File: src/rtl/shift_cmd_feeder.sv
// shift_cmd_feeder
// Streaming front end for a combinational 8-bit barrel shifter.
// Commands are queued in a small FIFO and then issued one at a time on
// registered operand ports (S1). The shifter result is captured into a
// valid/ready output register (S2).
// Data path: FIFO -> S1 (sh_*) -> external shifter -> S2 (out_*).
// There is no bypass path, so every command takes at least two cycles
// from acceptance to result, and results leave in acceptance order.

module shift_cmd_feeder #(
  parameter  int DEPTH = 4,
  localparam int CW    = $clog2(DEPTH) + 1
) (
  input  logic          clk,
  input  logic          rst_n,

  input  logic          in_valid,
  output logic          in_ready,
  input  logic [7:0]    in_data,
  input  logic [2:0]    in_shamt,
  input  logic [1:0]    in_type,

  output logic [7:0]    sh_data,
  output logic [2:0]    sh_shamt,
  output logic [1:0]    sh_type,
  output logic          sh_valid,
  input  logic [7:0]    sh_result,

  output logic          out_valid,
  input  logic          out_ready,
  output logic [7:0]    out_data,

  output logic [CW-1:0] count
);

  localparam int AW = $clog2(DEPTH);
  localparam int EW = 13;

  // FIFO storage and pointers
  logic [EW-1:0] mem_q [DEPTH];
  logic [AW-1:0] wr_ptr_q, wr_ptr_d;
  logic [AW-1:0] rd_ptr_q, rd_ptr_d;
  logic [CW-1:0] count_q,  count_d;

  // Issue stage S1
  logic [7:0]    sh_data_q,  sh_data_d;
  logic [2:0]    sh_shamt_q, sh_shamt_d;
  logic [1:0]    sh_type_q,  sh_type_d;
  logic          sh_valid_q, sh_valid_d;

  // Output stage S2
  logic [7:0]    out_data_q,  out_data_d;
  logic          out_valid_q, out_valid_d;

  logic          fifo_full;
  logic          fifo_empty;
  logic          push;
  logic          adv1;
  logic          adv2;
  logic [EW-1:0] wr_entry;
  logic [EW-1:0] head_entry;

  // Full and empty come only from the registered count, so in_ready never
  // depends combinationally on in_valid or out_ready.
  assign fifo_full  = (count_q == CW'(DEPTH));
  assign fifo_empty = (count_q == '0);

  assign in_ready   = ~fifo_full;
  assign push       = in_valid & ~fifo_full;

  // S2 takes a new result whenever S1 is live and S2 is empty or draining.
  // S1 pops the FIFO whenever S1 is empty or is handing its command to S2.
  assign adv2       = sh_valid_q & (~out_valid_q | out_ready);
  assign adv1       = ~fifo_empty & (~sh_valid_q | adv2);

  assign wr_entry   = {in_type, in_shamt, in_data};
  assign head_entry = mem_q[rd_ptr_q];

  // Pointer and occupancy bookkeeping. DEPTH is a power of two, so the
  // pointers wrap naturally.
  always_comb begin
    wr_ptr_d = wr_ptr_q;
    rd_ptr_d = rd_ptr_q;
    count_d  = count_q;
    if (push) begin
      wr_ptr_d = wr_ptr_q + AW'(1);
    end
    if (adv1) begin
      rd_ptr_d = rd_ptr_q + AW'(1);
    end
    count_d = count_q + CW'(push) - CW'(adv1);
  end

  // Issue stage: load the FIFO head on a pop; otherwise go empty once the
  // command has moved on to S2. The operands hold their value when idle.
  always_comb begin
    sh_data_d  = sh_data_q;
    sh_shamt_d = sh_shamt_q;
    sh_type_d  = sh_type_q;
    sh_valid_d = sh_valid_q;
    if (adv1) begin
      sh_data_d  = head_entry[7:0];
      sh_shamt_d = head_entry[10:8];
      sh_type_d  = head_entry[12:11];
      sh_valid_d = 1'b1;
    end else if (adv2) begin
      sh_valid_d = 1'b0;
    end
  end

  // Output stage: capture the shifter result on advance, otherwise retire
  // on a downstream handshake. The data holds while the output is stalled.
  always_comb begin
    out_data_d  = out_data_q;
    out_valid_d = out_valid_q;
    if (adv2) begin
      out_data_d  = sh_result;
      out_valid_d = 1'b1;
    end else if (out_valid_q && out_ready) begin
      out_valid_d = 1'b0;
    end
  end

  // FIFO array write. The array needs no reset because an entry is only
  // read after it has been written.
  always_ff @(posedge clk) begin
    if (push) begin
      mem_q[wr_ptr_q] <= wr_entry;
    end
  end

  // Control and pipeline registers. Reset discards all queued work.
  always_ff @(posedge clk or negedge rst_n) begin
    if (!rst_n) begin
      wr_ptr_q    <= '0;
      rd_ptr_q    <= '0;
      count_q     <= '0;
      sh_data_q   <= '0;
      sh_shamt_q  <= '0;
      sh_type_q   <= '0;
      sh_valid_q  <= 1'b0;
      out_data_q  <= '0;
      out_valid_q <= 1'b0;
    end else begin
      wr_ptr_q    <= wr_ptr_d;
      rd_ptr_q    <= rd_ptr_d;
      count_q     <= count_d;
      sh_data_q   <= sh_data_d;
      sh_shamt_q  <= sh_shamt_d;
      sh_type_q   <= sh_type_d;
      sh_valid_q  <= sh_valid_d;
      out_data_q  <= out_data_d;
      out_valid_q <= out_valid_d;
    end
  end

  assign sh_data   = sh_data_q;
  assign sh_shamt  = sh_shamt_q;
  assign sh_type   = sh_type_q;
  assign sh_valid  = sh_valid_q;
  assign out_data  = out_data_q;
  assign out_valid = out_valid_q;
  assign count     = count_q;

endmodule

File: config.mk
export PLATFORM = sky130hd
export DESIGN_NAME = shift_cmd_feeder
export DESIGN_NICKNAME = d
export VERILOG_FILES = /design/src/rtl/shift_cmd_feeder.sv
export SDC_FILE = /design/constraint.sdc
export NUM_CORES = 1
export LEC_CHECK = 0
export ABC_CLOCK_PERIOD_IN_PS = 2700
export BUFFER_PORTS_ARGS = -buffer_cell sky130_fd_sc_hd__buf_2
export CAP_MARGIN = 5
export CORE_ASPECT_RATIO = 0.8
export CORE_MARGIN = 3
export CORE_UTILIZATION = 55
export DETAILED_ROUTE_END_ITERATION = 10
export PLACE_DENSITY_LB_ADDON = 0.25
export SYNTH_ARGS = -nofsm -noshare
export SYNTH_HDL_FRONTEND = slang
export SYNTH_SLANG_ARGS = --single-unit
File: constraint.sdc
create_clock -name clk -period 2.7 [get_ports clk]
set_input_delay 0.27 -clock clk [delete_from_list [all_inputs] [get_ports clk]]
set_output_delay 0.27 -clock clk [all_outputs]
set_load 0.01 [all_outputs]
==> summary.md <==
| Metric | Value |
|---|---|
| Mean post-synth cell area | `20.70 sq um` |
| RSZ-0062 raised after global routing | `false` |
| WHS | `136.8 ps` |
| Area grow syn2layout | `15.89%` |
| GR Util All Layers | `16.23%` |
| Hold Path Class | `in2reg` |
| Final core utilization | `66.87%` |
| First-pass GRT wire length | `8066 um` |
| Drt first pass iters | `4` |
| Post-route minimum period | `2364 ps` |
| Die Width | `91.12 um` |
| CP endpoint kind | `flop` |
| Ant. Diodes | `0` |
| Top-level I/O count | `52` |
| Synth top area cells | `edfxtp_1 49%, dfrtp_1 24%, mux4_2 9.2%, mux2_2 4.9%, mux2_4 3.8%` |
| Die Span Y | `74.10 um` |
| Endpoints failing setup | `0` |
| Mapped Cells | `154` |
| Critical path fanouts, max | `15` |
| Sequential-to-total area share from yosys stat | `72.53%` |
| Post-route setup slack | `335.9 ps` |
| Synth Warn # | `0` |
| Max Fclk | `0.4230 GHz` |
| Critical path class | `reg2reg` |
| Hold_sp | `in_data[3]` |
| Placer congestion estimate | `0.7026` |
| Largest net degree at the start of global routing | `31` |
| Worst Hold Endpoint | `mem_q[2][3]` |
| Slew headroom | `50.61%` |
| Post-route ant nets | `0` |
| DRC | `0` |
| RR Endpoint | `count[2]` |
| Nets@finish | `245` |
| TNS Setup | `0 ps` |
| Antenna violations before repair | `0` |
| Arr. time, crit path | `2620 ps` |
| Synth cell types | `23` |
| Crit start category | `flop` |
| Critical R2R Launch | `count[1]` |
| Seq cells post-synth | `82` |
| Pins Over Slew Limit | `0` |
| Critical Path RT | `2960 ps` |
| Syn nets | `186` |
| Final wirelength | `5015 um` |
| Vias in the first global route | `1593` |
| GR Overflow Total | `0` |
| Skew-Pair Late Insertion Delay | `340 ps` |
| Initial Util | `57.70%` |
| Run status | `completed` |
| CTS buffer count | `9` |
| Vias per cell | `5.132` |
| IO Port Bufs | `51` |
| Synth top cells by count | `52 x edfxtp_1, 30 x dfrtp_1, 14 x mux2_2, 13 x mux4_2, 8 x mux2_4` |
| Main flop type after synthesis | `edfxtp_1` |
| Fin crit share | `87.56%` |
| Post-synth design cell area | `3188 sq um` |
| CTS tree | `done` |
| Die ar. | `6752 sq um` |
| R2r setup slk | `340 ps` |
| Hold Path Depth | `1` |
| Maximum vdd drop | `0.5469 mV` |
| Root Buffer | `clkbuf_8` |
| DP Worst Slack | `333.7 ps` |
| Skew final | `6.272 ps` |
| Core area | `5525 sq um` |
| CTS Buffer Depth | `2` |
| Post-synth top area cell | `edfxtp_1` |
| Worst-path clk slew | `80 ps` |
| # H-tree levels | `3` |
| P_leak | `1.463 nW` |
| Placed cell area | `3500 sq um` |
| Finished Cell Area | `3695 sq um` |
| Most frequent cell after synthesis | `edfxtp_1` |
| Slew at the pin with the worst max-slew slack | `740.9 ps` |
| Routed WL per cell | `16.94 um` |
| Floorplan row count | `24` |
| R2R depth | `8` |
| Post-synth ARST share | `36.59%` |
| Post-synth top area share | `48.98%` |
| Post-synth EDFFs | `52` |
| Power per cell area | `1083 nW/um^2` |
| DR iter-0 viols | `47` |
| HPWL Detailed | `3409 um` |
| CTS Sinks | `82` |
| Max Cap Viol | `0` |
| Share of cells above drive strength 1 | `46.79%` |
| Hold Vio Cnt, Final | `0` |
| Vias | `1519` |
==> power by group <==
group	internal [mW]	switching, mW
registers	1.72	0.191
clock network	0.419	0.395
logic	0.693	0.583
==> state kept, by name, indices dropped and copies added (netlist names) <==
register / flops
rd_ptr_q: 2
count: 3
wr_ptr_q: 2
sh_shamt: 3
out_data: 8
sh_data: 8
out_valid: 1
mem_q: 52
sh_valid: 1
sh_type: 2
==> worst max-delay path, stage by stage, from the launching register on <==
cell and delay [ps]:
dfrtp_1 400, or3_4 400, and2_4 260, ha_1 300, inv_1 40, ha_1 180
fa_1 370, xnor2_1 180, xnor2_1 150
==> how the worst max path moves through the flow <==
stage,slack [ps],depth (start not counted),start,endpoint
after floorplan,250,10,count[1],count[2]
after global placement,410,8,count[1],count[2]
after detailed placement,330,8,count[1],count[2]
after CTS,310,8,count[1],count[2]
after global routing,220,8,count[1],count[2]
final,340,8,count[1],count[2]
==> cell families after synthesis <==
family        Yosys count  share of synthesized area, %
flops                  82                         72.53
fa+ha+maj               7                         2.983
buf+inv                11                         2.237
simple gates           14                         2.983
mux                    35                         17.90
xor+xnor                5                         1.374
==> cell usage in the layout (no fill, tap or decap), types with 4 or more instances in the layout <==
cell type / synthesis / layout
edfxtp_1: 52 / 52
buf_2: 2 / 51
dfrtp_1: 30 / 30
mux2_2: 14 / 14
mux4_2: 13 / 13
clkbuf_8: 0 / 9
mux2_4: 8 / 8
inv_1: 6 / 6
ha_1: 6 / 6
xnor2_1: 4 / 4
and3_1: 4 / 4
==> metal layers <==
layer,vias up,global-route usage (%),wire length [um]
li1,702,-,-
met1,768,18.47,2075
met2,41,28.63,2590
met3,8,6.471,300
met4,0,5.518,48
met5,-,0,0
==> metrics by stage <==
stage               std cells  power [mW]
floorplan                 154       2.862
global placement          279       3.167
detailed placement        279       3.252
CTS                       296       4.070
global route              296       4.243
finish                    296       4.000
==> timing repair <==
item	4_1_cts	5_1_grt
hold buffers	1	0
gates resized for setup	0	0
hold endpoints to repair	30	0
setup buffers	0	0
==> layout make-up <==
cell class	instances	area, sq um
flip-flops and latches	82	2312
multi-input cells	61	804.5
clock buffers	10	127.6
clock inverters	6	57.56
repair buffers	53	272.8
fillers	405	1831
well taps	78	97.59
inverters	6	22.52
No activity file was read; power rests on OpenSTA's default activity.
